### config.mk
export PLATFORM = sky130hd
export DESIGN_NAME = sorted_stream_unloader
export DESIGN_NICKNAME = d
export VERILOG_FILES = /design/src/rtl/sorted_stream_unloader.sv
export SDC_FILE = /design/constraint.sdc
export NUM_CORES = 2
export LEC_CHECK = 0
export BUFFER_PORTS_ARGS = -buffer_cell sky130_fd_sc_hd__buf_2
export CAP_MARGIN = 30
export CORE_UTILIZATION = 40
export DETAILED_ROUTE_END_ITERATION = 10
export PLACE_DENSITY_LB_ADDON = 0.08
export SLEW_MARGIN = 20
export SYNTH_ARGS = -nofsm -noshare
export SYNTH_HDL_FRONTEND = slang
export SYNTH_SLANG_ARGS = --single-unit
### constraint.sdc
create_clock -name clk -period 74.7 [get_ports clk]
set_input_delay 11.205 -clock clk [delete_from_list [all_inputs] [get_ports clk]]
set_output_delay 11.205 -clock clk [all_outputs]
set_load 0.03 [all_outputs]
### src/rtl/sorted_stream_unloader.sv
// sorted_stream_unloader: ping-pong buffer that streams each sorted block out one word per cycle
module sorted_stream_unloader #(
    parameter int LOG_INPUT  = 5,
    parameter int DATA_WIDTH = 32
) (
    input  logic                                   clk,
    input  logic                                   rst,
    input  logic                                   in_valid,
    input  logic [DATA_WIDTH*(2**LOG_INPUT)-1:0]   in_data,
    output logic [DATA_WIDTH-1:0]                  out_data,
    output logic                                   out_valid,
    input  logic                                   out_ready,
    output logic                                   out_last,
    output logic [LOG_INPUT-1:0]                   out_index,
    output logic                                   busy,
    output logic                                   overflow
);
    localparam int N = 2**LOG_INPUT;

    logic [DATA_WIDTH*N-1:0] bank [2];
    logic [1:0]              full;
    logic                    wr_sel;
    logic                    rd_sel;
    logic [LOG_INPUT-1:0]    cnt;
    logic                    ovf;
    logic                    xfer;
    logic                    freeing;
    logic                    accept;
    logic                    cap;
    logic                    drop;

    assign out_valid = full[rd_sel];
    assign out_data  = bank[rd_sel][DATA_WIDTH*int'(cnt) +: DATA_WIDTH];
    assign out_index = cnt;
    assign out_last  = out_valid & (&cnt);
    assign busy      = |full;
    assign overflow  = ovf;

    assign xfer    = out_valid & out_ready;
    assign freeing = xfer & (&cnt);
    // a full write bank still accepts when its last word leaves this very cycle
    assign accept  = !full[wr_sel] | (freeing & (rd_sel == wr_sel));
    assign cap     = in_valid & accept;
    assign drop    = in_valid & !accept;

    always_ff @(posedge clk) begin
        if (cap)
            bank[wr_sel] <= in_data;
    end

    always_ff @(posedge clk) begin
        if (rst) begin
            full   <= '0;
            wr_sel <= 1'b0;
            rd_sel <= 1'b0;
            cnt    <= '0;
            ovf    <= 1'b0;
        end else begin
            if (xfer)
                cnt <= cnt + 1'b1;
            if (freeing) begin
                full[rd_sel] <= 1'b0;
                rd_sel       <= ~rd_sel;
            end
            if (cap) begin
                full[wr_sel] <= 1'b1;
                wr_sel       <= ~wr_sel;
            end
            if (drop)
                ovf <= 1'b1;
        end
    end
endmodule

# Yosys cells after proc, flatten, opt, wreduce, memory -nomap -nowiden

Memories as Yosys holds them, arrays and structs flattened. A register that Yosys moved wholly into a read port is not among the register bits.
Index checks and enable logic that the tools add are counted.

Input port bits: 1028
RAM bits: 2048
Output and inout port bits: 41
Memories: 1
Register bits after elaboration: 10
Word-level logic and storage cells: 46

Order comparisons: 4
Multiplexer cells: 15
Equality and inequality tests: 1
$add $sub $neg: 1
Shifts and indexed selects: 1
Reductions and logical operators: 6
Bitwise operators: 12

Memory list:

| name | depth | width | read ports | clocked after Yosys merged registers in | wr ports | line | text |
|---|---|---|---|---|---|---|---|
| bank | 2     | 1024  | 1          | 1                                       | 1        | 20   | `logic [DATA_WIDTH*N-1:0] bank [2];` |

Operators by type and width:

| kind                                                                  | number |
|---|---|
| 1024-bit by 11-bit indexed part select with 32-bit output             | 1 |
| 1-bit 2-to-1 mux                                                      | 10 |
| 1-bit AND                                                             | 6 |
| 2-bit 2-to-1 mux                                                      | 3 |
| 5-bit by 1-bit adder with 5-bit output (second input constant)        | 1 |
| 5-bit AND reduction                                                   | 1 |
| 1-bit by 2-bit < comparator with 1-bit output (second input constant) | 2 |
| 2-bit AND                                                             | 1 |
| 1-bit demux with 1-bit select                                         | 2 |
| 1-bit greater-or-equal comparator (second input constant)             | 2 |
| 1-bit logical AND                                                     | 2 |
| 1-bit zero test                                                       | 2 |
| 1-bit NOT                                                             | 2 |
| 2-bit NOT                                                             | 1 |
| 2-bit OR                                                              | 1 |
| 2-bit OR reduction                                                    | 1 |
| 1-bit equality test                                                   | 1 |
| 1-bit OR                                                              | 1 |

# Longest topological paths before layout

Depth after elaboration: 10
Mapped depth: 11

# Least setup slack after synthesis

Ideal clock, no wire load.

Path kind: input to register
Start point: in in_valid
End point: mem bank[1][0] (netlist bit), enable pin
Stages on the path: 2
Path buffers: 0
Setup time: 2.774 ns
Setup slack: 11.510 ns
Data arrival time: 60.416 ns
Data required time: 71.926 ns
Path through: nand2_1 > a21oi_1

Longest elaborated chain between the ends: 3

Ends and longest elaborated chain:

| item                                   | line | text |
|---|---|---|
| start: declaration                     | 8    | `input logic in_valid,` |
| 1-bit AND                              | 43   | `assign cap = in_valid & accept;` |
| 1-bit 2-to-1 mux                       | 47   | `if (cap)` |
| 1-bit 2-to-1 mux (implied by the code) | 48   | `bank[wr_sel] <= in_data;` |
| end: declaration                       | 20   |  |

Every way passes these cells.

==> impl_results.md <==
- Postcts setup bufs: 0
- Critical path class: reg2out
- Clock transition at the registers of the reported paths: ~0.06 ns
- Initial antenna violation count: roughly 300
- Vias in the first global route: around 42000
- Wire length of the first global-routing pass: around 320000 µm
- Minimum period implied by the final worst setup slack: approximately 17 ns
- Final Net Count: around 5500
- Post-synth EDFFs: 2048
- Most common flop cell mapped by yosys: sky130_fd_sc_hd__edfxtp_1
- Seq cells post-synth: between 2000 and 2500
- Cell type with the largest total area after synthesis: sky130_fd_sc_hd__edfxtp_1
- Clk Tree Root Cell: sky130_fd_sc_hd__clkbuf_16
- Post-detailed-route count of antenna-violating nets: 0
- DIE HEIGHT: roughly 440 µm
- Part of the Yosys area used for sequential elements: just under 80%
- Number of DRC violations after detailed-routing iteration 0: between 3000 and 4000
- Overall routed net length: approximately 230000 µm
- Insertion delay of the later-clocked pin in the worst-skew pair: 0.86 ns
- Die boundary width: around 440 µm
- Maximum count of clock buffers along a single path: 3
- Proportion of netlist area held by the largest area contributor: between 70% and 80%
- Leading cell types by total area after synthesis: sky130_fd_sc_hd__edfxtp_1, sky130_fd_sc_hd__mux4_2, sky130_fd_sc_hd__mux2i_1
- Tightest Hold Check Type: reg2reg
- Growth of design area from synthesis to finish: 19.9%
- Sum of overflow across all layers after global routing: 0
- TritonCTS sink count: a little over 2000
- Run status: finished, final reports clean
- Worst setup slack before clock tree synthesis: slightly below 60 ns
- Number of warnings reported in the yosys synthesis log: 0
- Sum of negative setup slack: 0 ns
- Transition at the pin with the smallest max-transition slack: about 1.1 ns
- Final-layout worst hold slack: between 0.4 and 0.5 ns
- Synthesized Nets: 4324
- Number of library cell types mapped by synthesis: 46
- Final worst slack: 57.57 ns
- Std-Cell Core Area: 193000 µm²
- Average wire per standard cell: 32.2 µm
- Placed inst area: ~87000 µm²
- Site Rows: ~160
- Initial Utilization: just over 40%
- Setup violations, final: 0
- Worst-case clock skew: just over 0.03 ns
- Max-cap violations: 0
- Power density over cell area: between 20 and 30 nW/µm²
- Post-synthesis instance area: 78100 µm²
- CP Max Fanout: 85
- Detailed-route vias per instance: ~5.5
- Worst setup SP type: flop
- Number of buffers inserted by port buffering: 1068
- Area of all placed cells without fillers: 93600 µm²
- Peak supply drop: approximately 0.000022 V
- I/O Pins: 1069
- DR DRC count: 0
- Max Freq: a little under 60 MHz
- Maximum level of the CTS H-tree: 4
- Via count: 40200
- Clock tree from TritonCTS: built
- Setup repair after global routing missed its margin: false
- Maximum number of pins on one net before global-route repair: 164
- Initial DRT Pass Iterations: 7
- Number of failing hold endpoints at the final stage: 0
- Utilization after layout: ~48%
- DPL Wire Length: about 160000 µm
- Mean cell area of the mapped netlist: between 20 and 25 µm²
- Total GRT Usage: 23.5%
- Number of fill cells: ~16000
- Final count of pins violating max slew: 0
- Share of cells above drive strength 1: 42.7%
- Type of destination of the critical path: primary output
- Gates resized, CTS repair: 0
- Area of the die: roughly 200000 µm²
- Async set or reset register ratio after synthesis: 0%
- Leakage power: ~31 nW
- Synthesized netlist cell count: approximately 3300
- Post-CTS Hold Fix Bufs: 0
- Number of buffers inserted during clock tree synthesis: around 220
- Gpl congestion: just over 0.8
- Critical path data required time: about 63 ns
- Final period utilization: 22.9%
- Worst EP arrival: 5.92 ns
- Remaining max-slew budget at the tightest pin: between 20% and 30%
==> layout by cell type (no fill, tap or decap), types with 6 or more instances in the layout <==
cell                        synthesis  final
sky130_fd_sc_hd__a211o_1            9      9
sky130_fd_sc_hd__a211oi_1          24     24
sky130_fd_sc_hd__a21oi_1           40     39
sky130_fd_sc_hd__a22oi_1          107    107
sky130_fd_sc_hd__buf_12             0     12
sky130_fd_sc_hd__buf_2             40   1068
sky130_fd_sc_hd__buf_4             27     68
sky130_fd_sc_hd__bufinv_16          0     16
sky130_fd_sc_hd__clkbuf_1          82     53
sky130_fd_sc_hd__clkbuf_16          0    219
sky130_fd_sc_hd__clkinv_1           0     56
sky130_fd_sc_hd__clkinv_2           0     41
sky130_fd_sc_hd__clkinv_8           0      7
sky130_fd_sc_hd__diode_2            0     91
sky130_fd_sc_hd__edfxtp_1        2048   2048
sky130_fd_sc_hd__mux2_2             7      7
sky130_fd_sc_hd__mux2i_1           96     96
sky130_fd_sc_hd__mux4_2           512    512
sky130_fd_sc_hd__nand2_1           57     57
sky130_fd_sc_hd__nand3_1           21     21
sky130_fd_sc_hd__nand3b_1           6      6
sky130_fd_sc_hd__nor2_1            25     24
sky130_fd_sc_hd__nor2b_1           12      7
sky130_fd_sc_hd__o211a_1            7      7
sky130_fd_sc_hd__o211ai_1           6      6
sky130_fd_sc_hd__o221ai_1           9      9
sky130_fd_sc_hd__o22ai_1           50     50
sky130_fd_sc_hd__or3b_1             6      6
==> per-layer routing <==
layer,share of wire [%],track usage [%],vias up
met5,0.38,0,-
met3,7.0,6.31,708
met4,3.4,8.01,146
met1,38,28.6,21000
met2,51,40.5,1559
li1,-,-,16800
==> through the flow <==
stage	total power, W	cells
after floorplan	0.00159	3294
after global placement	0.00154	6775
after detailed placement	0.00155	6786
after CTS	0.00259	7192
after global routing	0.00264	7236
final	0.00256	7284
==> synthesized netlist by cell type (24+ instances only) <==
library cell,instances
sky130_fd_sc_hd__o22ai_1,50
sky130_fd_sc_hd__mux4_2,512
sky130_fd_sc_hd__buf_4,27
sky130_fd_sc_hd__a21oi_1,40
sky130_fd_sc_hd__nand2_1,57
sky130_fd_sc_hd__clkbuf_1,82
sky130_fd_sc_hd__buf_2,40
sky130_fd_sc_hd__a22oi_1,107
sky130_fd_sc_hd__edfxtp_1,2048
sky130_fd_sc_hd__mux2i_1,96
sky130_fd_sc_hd__a211oi_1,24
sky130_fd_sc_hd__nor2_1,25
==> power breakdown <==
group	internal [W]	leakage (nW)	switching [W]
combinational	0.0000634	8.55	0.0000941
clock	0.000597	3.36	0.000449
sequential	0.00135	19.1	0.0000139
total	0.00201	31.0	0.000557
==> cell type report <==
type,count,area (µm²),area share (%)
clock inverters,129,1130,1.20
clock buffers,277,5750,6.14
well taps,2526,3160,3.38
multi-input cells,1050,15400,16.5
repair buffers,1152,6190,6.61
flip-flops and latches,2059,61700,65.9
diodes,91,228,0.243
==> state kept, by name, summed over array words and instances, names as in the netlist, named ones only <==
signal	count
out_index	5
wr_sel	1
overflow	1
bank	2048
full	2
rd_sel	1
==> cell families (layout without fill, tap and decap cells) <==
logic type	Yosys count	count (layout)	synth area share (%)
DFF	2059	2059	79.1
xor gates and xnor gates	4	4	0.0449
buffers and inverters	185	1558	1.27
and+or+nand+nor	150	150	0.941
AOI/OAI and AO/OA	279	279	2.56
other	0	91	0
adders and majority gates	2	2	0.0320
muxes	615	615	16.1
==> worst paths after layout <==
kind / from / end / slack [ns] / cells after the start
setup / recovery: flop / out_data[1] / 57.57 / 9
hold / removal: overflow$_SDFFE_PP0P_ / overflow$_SDFFE_PP0P_ / 0.48 / 2
setup reg to reg: out_index[0]$_SDFFE_PP0P_ / bank[0][177]$_DFFE_PP_ / 68.47 / 12
hold reg to reg: overflow$_SDFFE_PP0P_ / overflow$_SDFFE_PP0P_ / 0.48 / 2
==> critical path: stages, from the launching register on <==
cell,delay (ns)
sky130_fd_sc_hd__dfxtp_4,0.75
sky130_fd_sc_hd__buf_12,0.54
sky130_fd_sc_hd__buf_4,0.78
sky130_fd_sc_hd__buf_12,0.50
sky130_fd_sc_hd__mux4_2,0.59
sky130_fd_sc_hd__mux2i_1,0.19
sky130_fd_sc_hd__mux2i_1,0.10
sky130_fd_sc_hd__a21oi_1,0.81
sky130_fd_sc_hd__nor2_1,0.26
sky130_fd_sc_hd__buf_2,0.26
(Power assumes the default switching activity.)
